## config.mk

```make
export PLATFORM = sky130hd
export DESIGN_NAME = stopwatch_btn_ctrl
export DESIGN_NICKNAME = d
export VERILOG_FILES = /design/src/rtl/stopwatch_btn_ctrl.sv
export SDC_FILE = /design/constraint.sdc
export NUM_CORES = 1
export LEC_CHECK = 0
export CAP_MARGIN = 0
export CORE_AREA = 2 2 39 41
export DETAILED_ROUTE_END_ITERATION = 6
export DIE_AREA = 0 0 41 43
export PLACE_DENSITY = 0.55
export SLEW_MARGIN = 20
export SYNTH_ARGS = -nofsm -noshare
export SYNTH_HDL_FRONTEND = slang
export SYNTH_SLANG_ARGS = --single-unit
```

## constraint.sdc

```tcl
create_clock -name clk_100 -period 1.4 [get_ports clk_100]
set_input_delay 0.28 -clock clk_100 [delete_from_list [all_inputs] [get_ports clk_100]]
set_output_delay 0.28 -clock clk_100 [all_outputs]
set_load 0.01 [all_outputs]
```

## src/rtl/stopwatch_btn_ctrl.sv

```systemverilog
// Stopwatch mode controller: debounced start/function buttons -> counter enable/clear and lap freeze.
// Optional long-press clear when STOPWATCH_LONG_CLR_EN is defined.
module stopwatch_btn_ctrl #(
   parameter int unsigned LONG_CYC = 100_000_000,
   parameter int unsigned HOLD_W   = 27
) (
   input  logic       clk_100,
   input  logic       rst,
   input  logic       pb_s_de,
   input  logic       pb_f_de,
   output logic       cnt_en,
   output logic       cnt_clr,
   output logic       lap_freeze,
   output logic [1:0] state
);

   typedef enum logic [1:0] {
      IDLE  = 2'b00,
      RUN   = 2'b01,
      PAUSE = 2'b10,
      LAP   = 2'b11
   } state_t;

   state_t cur_st, nxt_st;

   logic s_q, s_d, f_q, f_d;
   logic start_ev, short_ev, clear_ev;
   logic long_done;

   always_ff @(posedge clk_100) begin
      if (rst) begin
         s_q <= 1'b0;
         s_d <= 1'b0;
         f_q <= 1'b0;
         f_d <= 1'b0;
      end else begin
         s_q <= pb_s_de;
         s_d <= s_q;
         f_q <= pb_f_de;
         f_d <= f_q;
      end
   end

   assign start_ev = s_q & ~s_d;
   assign short_ev = ~f_q & f_d & ~long_done;

`ifdef STOPWATCH_LONG_CLR_EN
   logic [HOLD_W-1:0] hold_cnt;
   logic              long_ev;

   // Saturating at LONG_CYC keeps long_ev to a single cycle per press.
   always_ff @(posedge clk_100) begin
      if (rst) begin
         hold_cnt  <= '0;
         long_done <= 1'b0;
      end else if (!f_q) begin
         hold_cnt  <= '0;
         long_done <= 1'b0;
      end else begin
         if (hold_cnt != HOLD_W'(LONG_CYC))
            hold_cnt <= hold_cnt + HOLD_W'(1);
         if (long_ev)
            long_done <= 1'b1;
      end
   end

   assign long_ev  = f_q && (hold_cnt == HOLD_W'(LONG_CYC - 1));
   assign clear_ev = long_ev;
`else
   logic unused_cfg;

   assign long_done  = 1'b0;
   assign clear_ev   = short_ev && (cur_st == PAUSE);
   assign unused_cfg = ^{LONG_CYC, HOLD_W};
`endif

   // Priority: clear > start > short.
   always_comb begin
      nxt_st = cur_st;
      if (clear_ev) begin
         nxt_st = IDLE;
      end else if (start_ev) begin
         case (cur_st)
            IDLE, PAUSE: nxt_st = RUN;
            RUN, LAP:    nxt_st = PAUSE;
            default:     nxt_st = cur_st;
         endcase
      end else if (short_ev) begin
         case (cur_st)
            RUN:     nxt_st = LAP;
            LAP:     nxt_st = RUN;
            default: nxt_st = cur_st;
         endcase
      end
   end

   always_ff @(posedge clk_100) begin
      if (rst) begin
         cur_st     <= IDLE;
         cnt_en     <= 1'b0;
         cnt_clr    <= 1'b0;
         lap_freeze <= 1'b0;
      end else begin
         cur_st     <= nxt_st;
         cnt_en     <= (nxt_st == RUN) || (nxt_st == LAP);
         cnt_clr    <= clear_ev;
         lap_freeze <= (nxt_st == LAP);
      end
   end

   assign state = cur_st;

endmodule

```

==> flow_metrics.env <==
export IMPL_antenna_found_initial=0
export IMPL_ys_seq_area_share_pct=46.0
export IMPL_htree_levels=1
export IMPL_post_cts_buffers=0
export IMPL_start_kind="register"
export IMPL_worstPathRequired_ns=1.12
export IMPL_num_io_pins=9
export IMPL_tns_ns=0
export IMPL_cts_root_buffer="clkbuf_4"
export IMPL_synth_seq_cells=8
export IMPL_seqPwrFrac_pct=50.7
export IMPL_cts_max_path_buffers=2
export IMPL_worst_slew_pin_slew_ns=0.245
export IMPL_min_to="lap_freeze$_SDFF_PP0_"
export IMPL_cp_arrival_ns=1.07
export IMPL_slew_headroom_pct=83.7
export IMPL_mostFrequentLayoutCells="dfxtp_1, nor2b_1, clkdlybuf4s50_1"
export IMPL_wire_per_inst_um=8.93
export IMPL_fillers=144
export IMPL_drive_gt1_share_pct=29.5
export IMPL_hp_class="reg2reg"
export IMPL_antennaDiodeCount=0
export IMPL_hp_start="s_d$_SDFF_PP0_"
export IMPL_grt_pass1_wl_um=903
export IMPL_fmax_mhz=743
export IMPL_drtAntennaViolNets=0
export IMPL_met1_length_um=229
export IMPL_drc_errors=0
export IMPL_numCtsBuffers=3
export IMPL_maxSlewViolCount=0
export IMPL_nNetsFinal=53
export IMPL_met3WireLength_um=39
export IMPL_cp_slowest_cell="clkdlybuf4s50_1"
export IMPL_finalSetupViolCount=0
export IMPL_viasPerCell=4.17
export IMPL_clock_sinks=8
export IMPL_leakage_nw=0.225
export IMPL_ys_types=16
export IMPL_die_w_um=41
export IMPL_switchingPower_uw=113
export IMPL_fp_row_count=14
export IMPL_status="finished, final reports clean"
export IMPL_skew_ns=0.00195
export IMPL_critPathMaxStageDelay_ns=0.52
export IMPL_port_buffers=8
export IMPL_die_h_um=43
export IMPL_switching_share_pct=22.9
export IMPL_clk_latency_ns=0.25
export IMPL_worstHoldPathCells=2
export IMPL_period_minus_slack_ns=1.35
export IMPL_power_density_nw_per_um2=1010
export IMPL_syn_avg_cell_area_sq_um=10.9
export IMPL_crit_family="buffers and inverters"
export IMPL_routed_wl_um=536
export IMPL_critPathKind="reg2out"
export IMPL_clk_pin_slew_ns=0.05
export IMPL_power_share_clock_pct=34.2
export IMPL_crit_chain="clkdlybuf4s50_1"
export IMPL_grt_max_degree=7
export IMPL_place_gp_congestion=0.721
export IMPL_maxCapViolations=0
export IMPL_reg2reg_to="cnt_en$_SDFF_PP0_"
export IMPL_final_common_cell="dfxtp_1"
export IMPL_syn_num_nets=39
export IMPL_core_area_sq_um=1380
export IMPL_finalHoldViolations=0
export IMPL_vias=250
export IMPL_drt_iter0_markers=4
export IMPL_p_int_uw=379
export IMPL_start_util_pct=25.1
export IMPL_crit_fanout=1
export IMPL_synth_area_sq_um=348
export IMPL_cp_end_kind="output pin"
export IMPL_rsz0062_at_grt="false"
export IMPL_yosysWarnings=0
export IMPL_r2r_cells=5
export IMPL_dr_wl_met2_um=267
export IMPL_dieArea_sq_um=1760
export IMPL_vdd_ir_drop_max_uv=506
export IMPL_syn_to_final_growth_pct=39.9
export IMPL_drtPass1Iterations=2
export IMPL_syn_inst=32
export IMPL_hold_buffers=0
export IMPL_hold_slack_ns=0.472
export IMPL_rr_startpoint="state[1]$_SDFF_PP0_"
export IMPL_cts_tree="done"
export IMPL_period_share_pct=96.1
export IMPL_critical_path_buf_inv_count=1
export IMPL_grt_overflow=0
export IMPL_first_global_vias=239
export IMPL_rrSetupSlack_ns=0.10
export IMPL_comb_power_share_pct=15.1
export IMPL_highest_layer="met3"
export IMPL_gr_usage_all_layers_pct=8.25
[Yosys cell counts]
library cell | number | area share [%]
nand2b_1 | 1 | 1.8
nor2b_4 | 1 | 4.0
or2_2 | 1 | 1.8
nor2b_1 | 5 | 9.0
a211oi_1 | 1 | 2.2
a2111oi_2 | 1 | 4.3
mux2_4 | 1 | 4.3
nor2_1 | 2 | 2.2
a211oi_2 | 1 | 3.6
a21oi_1 | 1 | 1.4
dfxtp_1 | 8 | 46
ha_1 | 3 | 11
a21o_1 | 1 | 2.2
inv_1 | 3 | 3.2
nand2_1 | 1 | 1.1
buf_4 | 1 | 2.2
[sequential cells by signal, indices dropped and copies added, names as in the netlist]
name        count
s_d             1
f_q             1
cnt_en          1
s_q             1
lap_freeze      1
cnt_clr         1
state           1
f_d             1
[cell families after synthesis]
family,after synthesis,share of synthesized area [%]
buffers and inverters,4,5.40
AO/OA/AOI/OAI,5,13.7
flip-flops,8,46.0
multiplexers,1,4.32
AND/OR/NAND/NOR,11,19.8
adder cells (fa/ha/maj),3,10.8
[cell type report]
type                    count  area [sq um]  area share [%]
inverters                   3          11.3            2.31
flip-flops and latches      8           161            33.2
multi-input cells          20           178            36.5
repair buffers             10          93.8            19.3
well taps                  16          20.0            4.11
clock buffers               3          22.5            4.63
[worst max path at each step]
stage,from,end,slack [ns],depth (start not counted)
final,lap_freeze$_SDFF_PP0_,lap_freeze,0.05,1
after floorplan,state[1]$_SDFF_PP0_,cnt_en$_SDFF_PP0_,0.07,5
after detailed placement,cnt_en$_SDFF_PP0_,lap_freeze$_SDFF_PP0_,0.04,4
after CTS,cnt_clr$_SDFF_PP0_,cnt_clr,0.03,1
after global placement,cnt_en$_SDFF_PP0_,state[1]$_SDFF_PP0_,0.04,4
after global routing,lap_freeze$_SDFF_PP0_,lap_freeze,0.005,1
[worst reg2reg max path, stage by stage (launching register included)]
cell and delay [ns]:
dfxtp_1 0.34, inv_1 0.07, ha_1 0.17, or2_2 0.33, a21oi_2 0.19, a211oi_2 0.09
[metrics by stage]
step | instances | power, mW | cell area, sq um | setup slack, ns | util (%)
3_5_place_dp | 57 | 0.330 | 455 | 0.0377 | 32.9
6_report | 60 | 0.491 | 487 | 0.0546 | 35.2
2_1_floorplan | 32 | 0.295 | 348 | 0.0698 | -
5_1_grt | 60 | 0.521 | 487 | 0.00538 | 35.2
4_1_cts | 60 | 0.503 | 475 | 0.0323 | 34.4
3_3_place_gp | 57 | 0.329 | 455 | 0.0434 | 32.9
[power by group through the flow]
stage / combinational (mW) / clock (mW) / sequential [mW]
floorplan: 0.0403 / 0 / 0.254
global placement: 0.0760 / 0 / 0.253
detailed placement: 0.0770 / 0 / 0.253
CTS: 0.0723 / 0.183 / 0.248
global route: 0.0817 / 0.190 / 0.250
finish: 0.0744 / 0.168 / 0.249
[per-layer routing]
metal	GRT usage, %	vias to the layer above
met2	10.3	8
met5	0	-
li1	-	128
met3	7.85	0
met4	4.00	0
met1	9.06	114
[timing repair]
action | CTS | global route
pin swaps | 0 | 0
setup endpoints to repair | 3 | 2
resized for setup | 4 | 3
Note: power is estimated with default switching activity, not from simulation.
